File: config.mk
export PLATFORM = sky130hd
export DESIGN_NAME = wb2uart_flat
export DESIGN_NICKNAME = d
export VERILOG_FILES = /design/src/rtl/wb2uart_if.sv /design/src/rtl/wb2uart.sv /design/src/flat_wrapper.sv
export SDC_FILE = /design/constraint.sdc
export NUM_CORES = 1
export LEC_CHECK = 0
export BUFFER_PORTS_ARGS = -buffer_cell sky130_fd_sc_hd__buf_2
export CAP_MARGIN = 20
export CORE_MARGIN = 2
export CORE_UTILIZATION = 53
export CTS_BUF_LIST = sky130_fd_sc_hd__clkbuf_16
export CTS_CLUSTER_DIAMETER = 200
export DETAILED_ROUTE_END_ITERATION = 8
export GPL_TIMING_DRIVEN = 0
export PLACE_DENSITY = 0.76
export SLEW_MARGIN = 20
export SYNTH_ARGS = -nofsm -noshare
export SYNTH_HDL_FRONTEND = slang
export SYNTH_SLANG_ARGS = --single-unit
File: constraint.sdc
create_clock -name clk -period 5.7 [get_ports clk]
set_input_delay 0.285 -clock clk [delete_from_list [all_inputs] [get_ports clk]]
set_output_delay 0.285 -clock clk [all_outputs]
set_load 0.01 [all_outputs]
File: src/rtl/wb2uart_if.sv
// Bundles the Wishbone read-data handshake and UART transmitter signals of wb2uart.
interface wb2uart_if;
    logic [31:0] WB_i_data;
    logic        WB_i_ack;
    logic        UART_tx_busy;
    logic [7:0]  UART_out_data;
    logic        UART_tx_start;
    logic        WB_o_busy;
    logic        WB_o_overrun;

    modport master (
        output WB_i_data, WB_i_ack, UART_tx_busy,
        input  UART_out_data, UART_tx_start, WB_o_busy, WB_o_overrun
    );

    modport slave (
        input  WB_i_data, WB_i_ack, UART_tx_busy,
        output UART_out_data, UART_tx_start, WB_o_busy, WB_o_overrun
    );
endinterface

File: src/rtl/wb2uart.sv
// Prints each acknowledged Wishbone word as lowercase hex ASCII over a UART transmitter.
// Define WB2UART_CRLF_EN to terminate each word with CR LF instead of a single space.
module wb2uart #(
    parameter int unsigned NIBBLES = 8
) (
    input  logic      clk,
    input  logic      rst,
    wb2uart_if.slave  bus
);

`ifdef WB2UART_CRLF_EN
    localparam int unsigned TERM_CHARS = 2;
`else
    localparam int unsigned TERM_CHARS = 1;
`endif
    localparam int unsigned NCHARS = NIBBLES + TERM_CHARS;
    localparam int unsigned IDX_W  = 4;

    typedef enum logic [2:0] {IDLE, PRE, SEND, GUARD, WAIT} state_t;

    state_t           state_q, state_d;
    logic [31:0]      data_q, data_d;
    logic [IDX_W-1:0] idx_q, idx_d;
    logic [7:0]       char_q, char_d;
    logic             start_q, start_d;
    logic             busy_q, busy_d;
    logic             ovr_q, ovr_d;

    function automatic logic [7:0] hex_char(input logic [3:0] n);
        return (n < 4'd10) ? 8'h30 + 8'(n) : 8'h57 + 8'(n);
    endfunction

    // Character at position idx: nibbles MSB first, then the terminator.
    function automatic logic [7:0] char_at(input logic [IDX_W-1:0] idx,
                                           input logic [31:0] data);
        logic [4:0] sel;
        logic [3:0] nib;
        sel = 5'(NIBBLES - 1) - 5'(idx);
        nib = 4'(data >> {sel, 2'b00});
        if (5'(idx) < 5'(NIBBLES))
            return hex_char(nib);
`ifdef WB2UART_CRLF_EN
        else if (5'(idx) == 5'(NIBBLES))
            return 8'h0d;
        else
            return 8'h0a;
`else
        else
            return 8'h20;
`endif
    endfunction

    always_ff @(posedge clk) begin
        if (rst) begin
            state_q <= IDLE;
            data_q  <= '0;
            idx_q   <= '0;
            char_q  <= '0;
            start_q <= 1'b0;
            busy_q  <= 1'b0;
            ovr_q   <= 1'b0;
        end else begin
            state_q <= state_d;
            data_q  <= data_d;
            idx_q   <= idx_d;
            char_q  <= char_d;
            start_q <= start_d;
            busy_q  <= busy_d;
            ovr_q   <= ovr_d;
        end
    end

    // Output registers are loaded on the transition into SEND so they align with the SEND cycle.
    always_comb begin
        state_d = state_q;
        data_d  = data_q;
        idx_d   = idx_q;
        char_d  = char_q;
        start_d = 1'b0;
        ovr_d   = bus.WB_i_ack && (state_q != IDLE);
        case (state_q)
            IDLE: begin
                if (bus.WB_i_ack) begin
                    data_d  = bus.WB_i_data;
                    idx_d   = '0;
                    state_d = PRE;
                end
            end
            PRE: begin
                if (!bus.UART_tx_busy) begin
                    state_d = SEND;
                    char_d  = char_at(idx_q, data_q);
                    start_d = 1'b1;
                end
            end
            SEND:  state_d = GUARD;
            GUARD: state_d = WAIT;
            WAIT: begin
                if (!bus.UART_tx_busy) begin
                    if (32'(idx_q) + 32'd1 < NCHARS) begin
                        idx_d   = idx_q + IDX_W'(1);
                        state_d = SEND;
                        char_d  = char_at(idx_d, data_q);
                        start_d = 1'b1;
                    end else begin
                        state_d = IDLE;
                    end
                end
            end
            default: state_d = IDLE;
        endcase
        busy_d = (state_d != IDLE);
    end

    assign bus.UART_out_data = char_q;
    assign bus.UART_tx_start = start_q;
    assign bus.WB_o_busy     = busy_q;
    assign bus.WB_o_overrun  = ovr_q;

endmodule

File: src/flat_wrapper.sv
// flat-port wrapper written by rule: the top's interface ports become plain ports
module wb2uart_flat 
#(
    parameter int unsigned NIBBLES = 8
)
  (clk, rst, bus_WB_i_data, bus_WB_i_ack, bus_UART_tx_busy, bus_UART_out_data, bus_UART_tx_start, bus_WB_o_busy, bus_WB_o_overrun);
  wb2uart_if bus_i ();
  input  logic clk;
  input  logic rst;
  input wire logic [$bits(bus_i.WB_i_data)-1:0] bus_WB_i_data;
  input wire logic [$bits(bus_i.WB_i_ack)-1:0] bus_WB_i_ack;
  input wire logic [$bits(bus_i.UART_tx_busy)-1:0] bus_UART_tx_busy;
  output wire logic [$bits(bus_i.UART_out_data)-1:0] bus_UART_out_data;
  output wire logic [$bits(bus_i.UART_tx_start)-1:0] bus_UART_tx_start;
  output wire logic [$bits(bus_i.WB_o_busy)-1:0] bus_WB_o_busy;
  output wire logic [$bits(bus_i.WB_o_overrun)-1:0] bus_WB_o_overrun;
  assign bus_i.WB_i_data = bus_WB_i_data;
  assign bus_i.WB_i_ack = bus_WB_i_ack;
  assign bus_i.UART_tx_busy = bus_UART_tx_busy;
  assign bus_UART_out_data = bus_i.UART_out_data;
  assign bus_UART_tx_start = bus_i.UART_tx_start;
  assign bus_WB_o_busy = bus_i.WB_o_busy;
  assign bus_WB_o_overrun = bus_i.WB_o_overrun;
  wb2uart #(.NIBBLES(NIBBLES)) u_core (.clk(clk), .rst(rst), .bus(bus_i));
endmodule
==> results.md <==
Timing:
- The relative slew slack is 0.622.
- The count of final setup violators is 0.
- Setup repair after global routing left no endpoint under its margin.
- The portion of the clock cycle consumed by the worst path in the final layout is 0.512.
- The maximum achievable frequency is about 340 MHz.
- At the pin with the least slew margin, the transition time is 0.567 ns.
- The setup TNS after final layout is 0 ns.
- The clock period minus worst slack is a little under 3 ns.
- The worst-case clock skew is just under 0.009 ns.
- The number of hold violations in the final report came to 0.
- The max-slew violation total from the final report is 0.

Synthesis:
- The commonest cells after synthesis are sky130_fd_sc_hd__nand2_1, sky130_fd_sc_hd__a21oi_1, sky130_fd_sc_hd__dfxtp_1.
- After synthesis, the mean cell area works out to around 8.3 sq um.
- The number of warning messages in the yosys log is 0.
- The cell count after synthesis came out at 342.
- Of all flip-flops after synthesis, the portion carrying an async set or reset was 0.
- In this run, synthesis produced a sequential element count of 49.
- The number of enable-type register cells in the synthesized netlist is 0.
- Among all flip-flop cells after synthesis, the most frequent one is sky130_fd_sc_hd__dfxtp_1.
- For this run, the register share of the synthesized area comes to 0.346.
- The number of nets handed over by synthesis was 381.
- Of all cell types, the one taking the most synthesized area is sky130_fd_sc_hd__dfxtp_1.
- Ranked by total cell area, the synthesized netlist is headed by sky130_fd_sc_hd__dfxtp_1, sky130_fd_sc_hd__nand2_1, sky130_fd_sc_hd__a21oi_1.
- The number of unique standard cell types used by synthesis is 56.
- The cell with the most instances after synthesis is sky130_fd_sc_hd__nand2_1.
- The portion of synthesized cell area occupied by the leading cell type is 0.346.
- The post-synth design cell area is 0.00284 sq mm.

Power:
- The areal power density over the cells is between 200 and 250 mW/mm^2.
- The worst-case IR drop observed on VDD is 0.165 mV.
- For this design the total switching power over the nets is approximately 0.23 mW.
- The proportion of power drawn by the clock network is 0.363.
- In this run the static leakage power is between 1 and 1.5 nW.
- The internal power of the cells totals roughly 0.58 mW.
- The share of total power dissipated in combinational logic is 0.163.
- The switching fraction of total power is 0.283.
- Of the total power, registers draw 0.474.

Worst setup path:
- In this run the worst path has a maximum fanout of 10.
- The worst path required time is about 5.9 ns.
- STA classifies the critical path endpoint as a flip-flop.
- The slowest stage of the critical path is the sky130_fd_sc_hd__mux4_2 cell.
- For this run, the slowest stage of the critical path takes between 0.5 and 0.6 ns.
- The arrival time of data at the critical path endpoint is roughly 3.1 ns.
- The most numerous cell on the critical path is sky130_fd_sc_hd__ha_1.
- The critical path launch point type is a flip-flop.
- The setup path with the least slack is of type reg -> reg.
- Traced cell by cell, the critical path runs through ha_1, buf_4, xnor2_4, mux4_2, a22oi_2, ha_1, a21boi_0, mux2i_1, o2bb2ai_1.

Clock network:
- The clock root buffer is sky130_fd_sc_hd__clkbuf_16.
- Counting along the longest clock path gives a buffer depth of 2.
- The clock net sink count is 49.
- The number of setup buffers added after CTS is 0.
- Post-CTS repair changed the size of 0 cells.
- The depth of the CTS H-tree is 2.
- For the worst-skew pair, the clock arrives at the later sink with an insertion delay of about 0.3 ns.
- The hold buffer count at CTS is 0.
- After clock tree synthesis, the clock-pin slew on the worst setup and hold paths is 0.07 ns.
- The clock tree from TritonCTS is built.
- The number of buffers inserted during clock tree synthesis is 5.

Final layout:
- 0 antenna diodes ended up in the layout.
- The proportion of layout cells with a drive suffix above 1 is 0.216.
- The final cell count without fillers is approximately 460.
- The total number of nets in the final design is ~430.
- The area growth from synthesis to layout is 15.8%.

Floorplanning:
- In this run the vertical extent of the chip is ~77 um.
- The count of standard-cell rows is 26.
- The placeable core area is roughly 0.0051 sq mm.
- The overall die width is a little under 80 um.
- The starting density of the core is 0.552.
- The total I/O pin count is 47.
- The die covers ~0.006 sq mm.

Routing:
- The total wirelength of the detailed-routed design is between 7 and 8 mm.
- The number of routed nets with antenna violations is 0.
- After detailed routing, the number of remaining DRC violations is 0.
- The first TritonRoute pass finished after 4 iterations.
- In this run, the number of DRC markers left after iteration 0 of detailed routing was approximately 150.
- The detail-routed via count per cell is between 5 and 6.
- Detailed routing inserted a total of 2,735 vias.
- The routed wire length per instance is 16.0 um.

Place:
- The count of buffers from port buffering is 44.
- The number of placed cells counting well taps is 456.
- The sum of net half-perimeters after detailed placement is ~5.5 mm.
- The congestion estimate from routability-driven global placement came to about 0.9.

Global routing:
- Entering global routing, the biggest net connects 16 pins.
- The first global-routing pass estimated about 12 mm of wire.
- The number of global-route vias before repair is ~2,500.
- The overall fraction of global-route tracks in use is 0.255.
- The total overflow reported by the global router is 0.
- The initial antenna violation count was 0.

Flow run:
- The total of max-cap violations is 0.

Worst hold path:
- The path class of the tightest hold or removal check is in -> reg.

Status:
- The flow ran to the end, and the final reports show no timing, DRC or antenna violations.
## kinds of logic (layout without fill, tap and decap cells)
kind of cell             after synthesis  after routing  share of synthesized area
multiplexers                          15             15                      0.101
AO/OA/AOI/OAI                         98             98                      0.226
XOR/XNOR                               5              5                     0.0247
buffers and inverters                 33             85                     0.0687
AND/OR/NAND/NOR                      138            138                      0.219
adder cells (fa/ha/maj)                3              3                     0.0132
other                                  1              1                    0.00132
flip-flops                            49             49                      0.346
## registers in the layout, indices dropped and copies added, names as in the netlist
register                  cells
u_core.state_q                3
u_core.idx_q                  4
u_core.bus.UART_tx_start      1
u_core.bus.WB_o_busy          1
u_core.bus.UART_out_data      7
u_core.bus.WB_o_overrun       1
u_core.data_q                32
## power groups by stage
stage	sequential, mW	combinational, mW	clock (mW)
finish	0.386	0.133	0.295
global route	0.389	0.149	0.307
CTS	0.386	0.132	0.294
detailed placement	0.393	0.131	0
global placement	0.392	0.127	0
floorplan	0.389	0.0902	0
## layout make-up
type,count,area (sq um)
fill,472,1850
buffer,27,159
timing repair buffer,44,220
sequential,49,981
multi-input combinational,260,1660
tap,70,87.6
inverter,6,36.3
clock buffer,5,125
clock inverter,3,16.3
## final timing paths
| check | from | endpoint | slack (ns) | depth (start not counted) |
|---|---|---|---|---|
| min reg2reg | u_core.bus.UART_out_data[5]$_SDFFE_PP0P_ | u_core.bus.UART_out_data[5]$_SDFFE_PP0P_ | 0.46 | 2 |
| max | u_core.idx_q[0]$_SDFFE_PP0P_ | u_core.bus.UART_out_data[2]$_SDFFE_PP0P_ | 2.78 | 9 |
| min | bus_WB_i_data[16] | u_core.data_q[16]$_SDFFE_PP0P_ | 0.22 | 3 |
| max reg2reg | u_core.idx_q[0]$_SDFFE_PP0P_ | u_core.bus.UART_out_data[2]$_SDFFE_PP0P_ | 2.78 | 9 |
## layer usage
metal  up-vias  track usage  wire length (um)
met1      1296        0.320              3220
li1       1334            -                 -
met3        13       0.0482               387
met4         0       0.0875               150
met5         -            0                 0
met2        92        0.439              3650
## through the flow
stage / hold slack (ns) / util / worst slack [ns] / total power, mW / area [sq um]
5_1_grt: 0.238 / 0.640 / 2.68 / 0.844 / 3290
6_report: 0.225 / 0.640 / 2.78 / 0.814 / 3290
4_1_cts: 0.228 / 0.640 / 2.80 / 0.811 / 3290
3_5_place_dp: 0.448 / 0.612 / 2.85 / 0.524 / 3150
2_1_floorplan: 0.364 / - / 3.12 / 0.479 / 2840
3_3_place_gp: 0.440 / 0.612 / 2.89 / 0.519 / 3150
## cell usage in the layout (no fill, tap or decap), types with 3 or more instances in the layout
cell	synthesis	routed
sky130_fd_sc_hd__a211oi_1	11	11
sky130_fd_sc_hd__a21o_1	3	3
sky130_fd_sc_hd__a21oi_1	51	51
sky130_fd_sc_hd__a221o_1	3	3
sky130_fd_sc_hd__a22oi_1	3	3
sky130_fd_sc_hd__a31oi_1	4	4
sky130_fd_sc_hd__and3_1	3	3
sky130_fd_sc_hd__buf_2	3	47
sky130_fd_sc_hd__buf_6	6	6
sky130_fd_sc_hd__clkbuf_1	15	15
sky130_fd_sc_hd__clkbuf_16	0	5
sky130_fd_sc_hd__dfxtp_1	49	49
sky130_fd_sc_hd__ha_1	3	3
sky130_fd_sc_hd__inv_1	4	4
sky130_fd_sc_hd__mux2i_1	4	4
sky130_fd_sc_hd__mux4_2	11	11
sky130_fd_sc_hd__nand2_1	83	83
sky130_fd_sc_hd__nand2b_1	3	3
sky130_fd_sc_hd__nand3_1	8	8
sky130_fd_sc_hd__nor2_1	14	14
sky130_fd_sc_hd__nor2b_1	4	4
sky130_fd_sc_hd__nor3_1	6	6
sky130_fd_sc_hd__nor4_1	3	3
sky130_fd_sc_hd__o21ai_0	5	5
sky130_fd_sc_hd__xnor2_1	3	3
## worst max-delay path, delay by kind of cell, from the launching register on
kind	cells	cell delay, ns
flip-flops	1	0.38
AO/OA/AOI/OAI	3	0.76
adder cells (fa/ha/maj)	2	0.45
buffers and inverters	1	0.19
XOR/XNOR	1	0.25
multiplexers	2	0.82
Power figures use the tool's default switching activity.
